$ cat src/rtl/score_life_keeper.sv
// Game-state bookkeeping for the SCOREGAME phase: accumulates a packed-BCD score
// one digit per cycle, applies life loss/bonus, and times the post-loss respawn pause.
module score_life_keeper #(
  parameter int INIT_LIVES = 3,
  parameter int MAX_LIVES = 9,
  parameter int SCORE_DIGITS = 4,
  parameter logic [4*SCORE_DIGITS-1:0] POINTS_BCD = 16'h0010,
  parameter int RESPAWN_CYCLES = 50000000
) (
  input  logic                      clk,
  input  logic                      reset,
  input  logic                      newGame_i,
  input  logic                      scoreEnable_i,
  input  logic [2:0]                hitCount_i,
  input  logic                      ballLost_i,
  input  logic                      levelClear_i,
  output logic                      scoreEnd_o,
  output logic [3:0]                lives_o,
  output logic [4*SCORE_DIGITS-1:0] score_bcd_o,
  output logic                      scoreOverflow_o,
  output logic                      gameRun_internal_o
);

  localparam int SW = 4 * SCORE_DIGITS;
  localparam int DW = (SCORE_DIGITS > 1) ? $clog2(SCORE_DIGITS) : 1;
  localparam int RW = $clog2(RESPAWN_CYCLES + 1);
  localparam logic [DW-1:0] LAST_DIGIT = DW'(SCORE_DIGITS - 1);
  localparam logic [SW-1:0] ALL_NINES = {SCORE_DIGITS{4'h9}};
  localparam logic [RW-1:0] RESPAWN_LOAD = RW'(RESPAWN_CYCLES);
  localparam logic [3:0] INIT_L = 4'(INIT_LIVES);
  localparam logic [3:0] MAX_L = 4'(MAX_LIVES);

  typedef enum logic [2:0] {IDLE, LATCH, ADD, LIFE, DONE} state_t;

  state_t        state_q, state_d;
  logic [SW-1:0] score_q, score_d;
  logic [3:0]    lives_q, lives_d;
  logic          overflow_q, overflow_d;
  logic [RW-1:0] respawn_q, respawn_d;
  logic [2:0]    hitsLeft_q, hitsLeft_d;
  logic [DW-1:0] digit_q, digit_d;
  logic          carry_q, carry_d;
  logic          ballLost_q, ballLost_d;
  logic          levelClear_q, levelClear_d;
  logic          scoreEnd_q, scoreEnd_d;

  int            digitBase;
  logic [4:0]    digitSum;
  logic          digitCarry;
  logic [3:0]    digitVal;
  logic [3:0]    livesTmp;

  always_ff @(posedge clk) begin
    if (reset || newGame_i) begin
      state_q      <= IDLE;
      score_q      <= '0;
      lives_q      <= INIT_L;
      overflow_q   <= 1'b0;
      respawn_q    <= '0;
      hitsLeft_q   <= '0;
      digit_q      <= '0;
      carry_q      <= 1'b0;
      ballLost_q   <= 1'b0;
      levelClear_q <= 1'b0;
      scoreEnd_q   <= 1'b0;
    end else begin
      state_q      <= state_d;
      score_q      <= score_d;
      lives_q      <= lives_d;
      overflow_q   <= overflow_d;
      respawn_q    <= respawn_d;
      hitsLeft_q   <= hitsLeft_d;
      digit_q      <= digit_d;
      carry_q      <= carry_d;
      ballLost_q   <= ballLost_d;
      levelClear_q <= levelClear_d;
      scoreEnd_q   <= scoreEnd_d;
    end
  end

  always_comb begin
    state_d      = state_q;
    score_d      = score_q;
    lives_d      = lives_q;
    overflow_d   = overflow_q;
    hitsLeft_d   = hitsLeft_q;
    digit_d      = digit_q;
    carry_d      = carry_q;
    ballLost_d   = ballLost_q;
    levelClear_d = levelClear_q;
    respawn_d    = (respawn_q != '0) ? respawn_q - 1'b1 : respawn_q;
    livesTmp     = lives_q;
    digitBase    = 4 * int'(digit_q);
    digitSum     = {1'b0, score_q[digitBase +: 4]} + {1'b0, POINTS_BCD[digitBase +: 4]}
                   + {4'b0000, carry_q};
    digitCarry   = (digitSum > 5'd9);
    digitVal     = digitCarry ? 4'(digitSum - 5'd10) : digitSum[3:0];

    case (state_q)
      IDLE: begin
        if (scoreEnable_i && (respawn_q == '0)) state_d = LATCH;
      end
      LATCH: begin
        hitsLeft_d   = hitCount_i;
        ballLost_d   = ballLost_i;
        levelClear_d = levelClear_i;
        digit_d      = '0;
        carry_d      = 1'b0;
        state_d      = (hitCount_i != 3'd0) ? ADD : LIFE;
      end
      ADD: begin
        // A saturated score is frozen at all 9s; the digit walk still runs out its bricks.
        if (!overflow_q) score_d[digitBase +: 4] = digitVal;
        if (digit_q == LAST_DIGIT) begin
          if (digitCarry && !overflow_q) begin
            score_d    = ALL_NINES;
            overflow_d = 1'b1;
            state_d    = LIFE;
          end else begin
            hitsLeft_d = hitsLeft_q - 3'd1;
            digit_d    = '0;
            carry_d    = 1'b0;
            if (hitsLeft_q == 3'd1) state_d = LIFE;
          end
        end else begin
          digit_d = digit_q + 1'b1;
          carry_d = digitCarry;
        end
      end
      LIFE: begin
        if (ballLost_q && (livesTmp != 4'd0)) livesTmp = livesTmp - 4'd1;
        if (levelClear_q && (livesTmp < MAX_L)) livesTmp = livesTmp + 4'd1;
        lives_d = livesTmp;
        if (ballLost_q && (livesTmp != 4'd0)) respawn_d = RESPAWN_LOAD;
        state_d = DONE;
      end
      DONE: begin
        if (!scoreEnable_i) state_d = IDLE;
      end
      default: state_d = IDLE;
    endcase

    scoreEnd_d = (state_d == DONE);
  end

  always_comb begin
    scoreEnd_o         = scoreEnd_q;
    lives_o            = lives_q;
    score_bcd_o        = score_q;
    scoreOverflow_o    = overflow_q;
    gameRun_internal_o = (respawn_q == '0);
  end

endmodule

$ cat config.mk
export PLATFORM = sky130hd
export DESIGN_NAME = score_life_keeper
export DESIGN_NICKNAME = d
export VERILOG_FILES = /design/src/rtl/score_life_keeper.sv
export SDC_FILE = /design/constraint.sdc
export NUM_CORES = 1
export LEC_CHECK = 0
export CORE_AREA = 2 2 70 139
export DETAILED_ROUTE_END_ITERATION = 10
export DIE_AREA = 0 0 72 141
export GPL_ROUTABILITY_DRIVEN = 0
export HOLD_SLACK_MARGIN = 0.02
export MAX_ROUTING_LAYER = met4
export PLACE_DENSITY = 0.56
export SLEW_MARGIN = 20
export SYNTH_ARGS = -nofsm -noshare
export SYNTH_HDL_FRONTEND = slang
export SYNTH_SLANG_ARGS = --single-unit
$ cat constraint.sdc
create_clock -name clk -period 3.8 [get_ports clk]
set_clock_uncertainty 0.05 [all_clocks]
set_input_delay 0.57 -clock clk [delete_from_list [all_inputs] [get_ports clk]]
set_output_delay 0.57 -clock clk [all_outputs]
set_load 0.03 [all_outputs]
==> metrics <==
status=finished clean; critical path capture point type=flip-flop; biggest area consumer among synthesized cells=sky130_fd_sc_hd__dfxtp_1; aggregate global-route resource usage=18.6%; clock tree from TritonCTS=yes; origin of the worst min-delay path=score_bcd_o[15]; Yosys top cell area share=around 33%; leakage dissipation=1.51 nW; leading register cell type out of synthesis=sky130_fd_sc_hd__dfxtp_1; biggest area contributors in the synthesized netlist=sky130_fd_sc_hd__dfxtp_1 33%, sky130_fd_sc_hd__ha_1 5.3%, sky130_fd_sc_hd__xor2_1 4.7%; nets in the synthesized netlist=448; average via count per standard cell=roughly 5.6; Max Fanout on Critical Path=10; post-CTS setup buffer count=0; maximum number of pins on one net before global-route repair=48; proportion of register bits with asynchronous set or reset after synthesis=0%; Tot Pwr=between 0.002 and 0.003 W; count of flip-flops with a built-in enable after synthesis=0; number of buffers inserted for hold repair after clock tree synthesis=0; minimum period implied by the final worst setup slack=roughly 3500 ps; worst path required time=3960 ps; CTS Root Buffer Type=sky130_fd_sc_hd__clkbuf_16; worst slew slack as a fraction of its limit=35.5%; total grt overflow=0; Data arrival, critical path=~3600 ps; kind of cell adding the most delay to the critical path=simple AND/OR/NAND/NOR gates; Area growth syn-to-layout=18.7%; number of clock sinks=between 50 and 60; total setup violations reported at the end of the flow=0; clock transition time at the flip-flop clock pins of the worst setup and hold paths=50 ps; highest cell delay on the worst timing path=780 ps; most frequent cells in the layout=59 x sky130_fd_sc_hd__dfxtp_1, 38 x sky130_fd_sc_hd__nand2_1, 33 x sky130_fd_sc_hd__a21oi_1; critical setup path kind=flip-flop to flip-flop; overall die area=10200 sq um; fraction of layout cells with a size suffix above 1=9.05%; number of I/O port buffers=31; sequential area share after synthesis=33.1%; distinct cell type count of the synthesized netlist=67; initial cell density of the core=38.8%; warning count from the yosys run=0; remaining antenna violation count after routing=0; launch point of the worst reg-to-reg path=digit_q[1]; Cell Area, Synth=3570 sq um; worst slew pin tran=~960 ps; max-capacitance violation count=0; cell breakdown of the critical path=inv_1 > ha_1 > inv_1 > fa_1 > inv_1 > ha_1 > inv_1 > nand2_1 > a31oi_2 > nor3_1 > o31a_1 > o21ai_0; most common cell after layout, fill and taps aside=sky130_fd_sc_hd__dfxtp_1; number of fill cells in the layout=911; number of global-route vias before repair=2992; horizontal die dimension=72 microns; total number of vias=3135; setup TNS after final layout=0 ps; standard cell with the maximum stage delay on the critical path=sky130_fd_sc_hd__nor3_1; number of instances in the synthesized netlist=about 420; latest clock arrival within the worst-skew pair=about 330 ps; WL/cell=15.7 microns; Worst setup SP type=flip-flop; wire length of the first global-routing pass=14500 microns; maximum vdd ir drop=0.752 mV; number of slew-limit violations in the final report=0; Clock Path Buffers=2; H-tree levels=3; Avg Inst Size Synth=8.44 sq um; DRT Wirelength=about 9000 microns; source of the critical timing path=digit_q[1]; unrepaired setup endpoints after global routing=no; Inserted Clock Buffers=9; standard cell area after detailed placement=3920 sq um; PD cells=a little under 700 nW/um^2; floorplan die height=roughly 140 microns; number of primary I/O pins=32; 1st-pass router iterations=5; achievable frequency=about 0.29 GHz; Final period util=between 90 and 100%; finished layout cell area=about 4200 sq um; cell type with the highest occurrence count on the critical path=sky130_fd_sc_hd__inv_1; half-perimeter wire length after detailed placement=5960 microns; register bit count reported by yosys=59; Cell Rows=50; cells resized by post-CTS repair=0; NumNets Final=473; DRT iter0 DRCs=210; DRC Markers=0; antenna violations before repair=0; diode insertion count for antenna repair=0; worst min-delay path category=flip-flop to flip-flop; number of buffer and inverter stages on the critical path=4; core area=a little over 9000 sq um; Hold Violations, Final=0
==> Yosys cell counts (all sizes together) (4+ instances only) <==
cell type  number
o31ai           4
o211ai          5
o21ai          19
mux2i           6
nand4           4
inv            24
nor3           26
a22oi           4
nand2          38
dfxtp          59
a31oi           6
nor2           21
nor4b           4
nor4            7
a211oi          6
and3b           4
buf             7
nand4b          5
xor2           19
a21oi          33
ha             15
clkbuf         15
o31a            4
nand3          20
xnor2          10
nand3b          4
==> power breakdown <==
part           leakage, nW  internal [W]  switching (W)
clock network        0.155      0.000558       0.000294
registers            0.478      0.000718      0.0000844
logic                0.874      0.000531       0.000682
total                 1.51       0.00181        0.00106
==> per-stage QoR <==
step / utilization [%] / cells / worst slack [ps] / hold slack (ps)
after floorplan: - / 423 / 736 / 415
after global routing: 46.1 / 557 / 54.2 / 472
final: 46.1 / 557 / 331 / 433
after CTS: 46.1 / 557 / 349 / 435
after detailed placement: 42.7 / 541 / 396 / 424
after global placement: 42.7 / 541 / 435 / 428
==> flip-flops by register name, summed over array words and instances (netlist names) <==
register and cells:
carry_q 1, score_bcd_o 16, scoreEnd_o 1, lives_o 4, respawn_q 26, state_q 3, ballLost_q 1, hitsLeft_q 3
scoreOverflow_o 1, digit_q 2, levelClear_q 1
==> layer usage <==
metal	up-vias	GRT usage, %	wire length, microns
met5	-	-	0
met4	0	7.35	143
met3	12	3.15	349
met2	66	28.4	4030
met1	1460	24.4	4240
li1	1597	-	-
==> area by class of cell <==
cell class,count,area [sq um],area share (%)
repair buffers,37,355,8.39
flip-flops and latches,59,1180,27.9
well taps,104,130,3.07
multi-input cells,317,2160,51.1
clock inverters,4,47.5,1.12
clock buffers,12,267,6.29
inverters,24,92.6,2.19
==> worst paths after layout <==
kind / to / slack (ps) / cells after the start
setup / recovery: score_bcd_o[2] / 330 / 12
hold / removal: score_bcd_o[15] / 430 / 2
setup reg to reg: score_bcd_o[2] / 330 / 12
hold reg to reg: score_bcd_o[15] / 430 / 2
==> cells by family after synthesis <==
logic type | count (synthesis) | share of synthesized area (%)
adders and majority gates | 16 | 5.82
AOI/OAI and AO/OA | 103 | 19.1
buffers and inverters | 47 | 6.28
xor gates and xnor gates | 29 | 7.12
and+or+nand+nor | 159 | 24.7
DFF | 59 | 33.1
muxes | 10 | 3.89
==> worst reg2reg max path, delay by kind of cell (launching register included) <==
kind	cells	cell delay (ps)
flip-flops	1	570
AND/OR/NAND/NOR	2	900
buffers and inverters	4	480
AO/OA/AOI/OAI	3	470
adder cells (fa/ha/maj)	3	860
No activity file was read; power rests on OpenSTA's default activity.
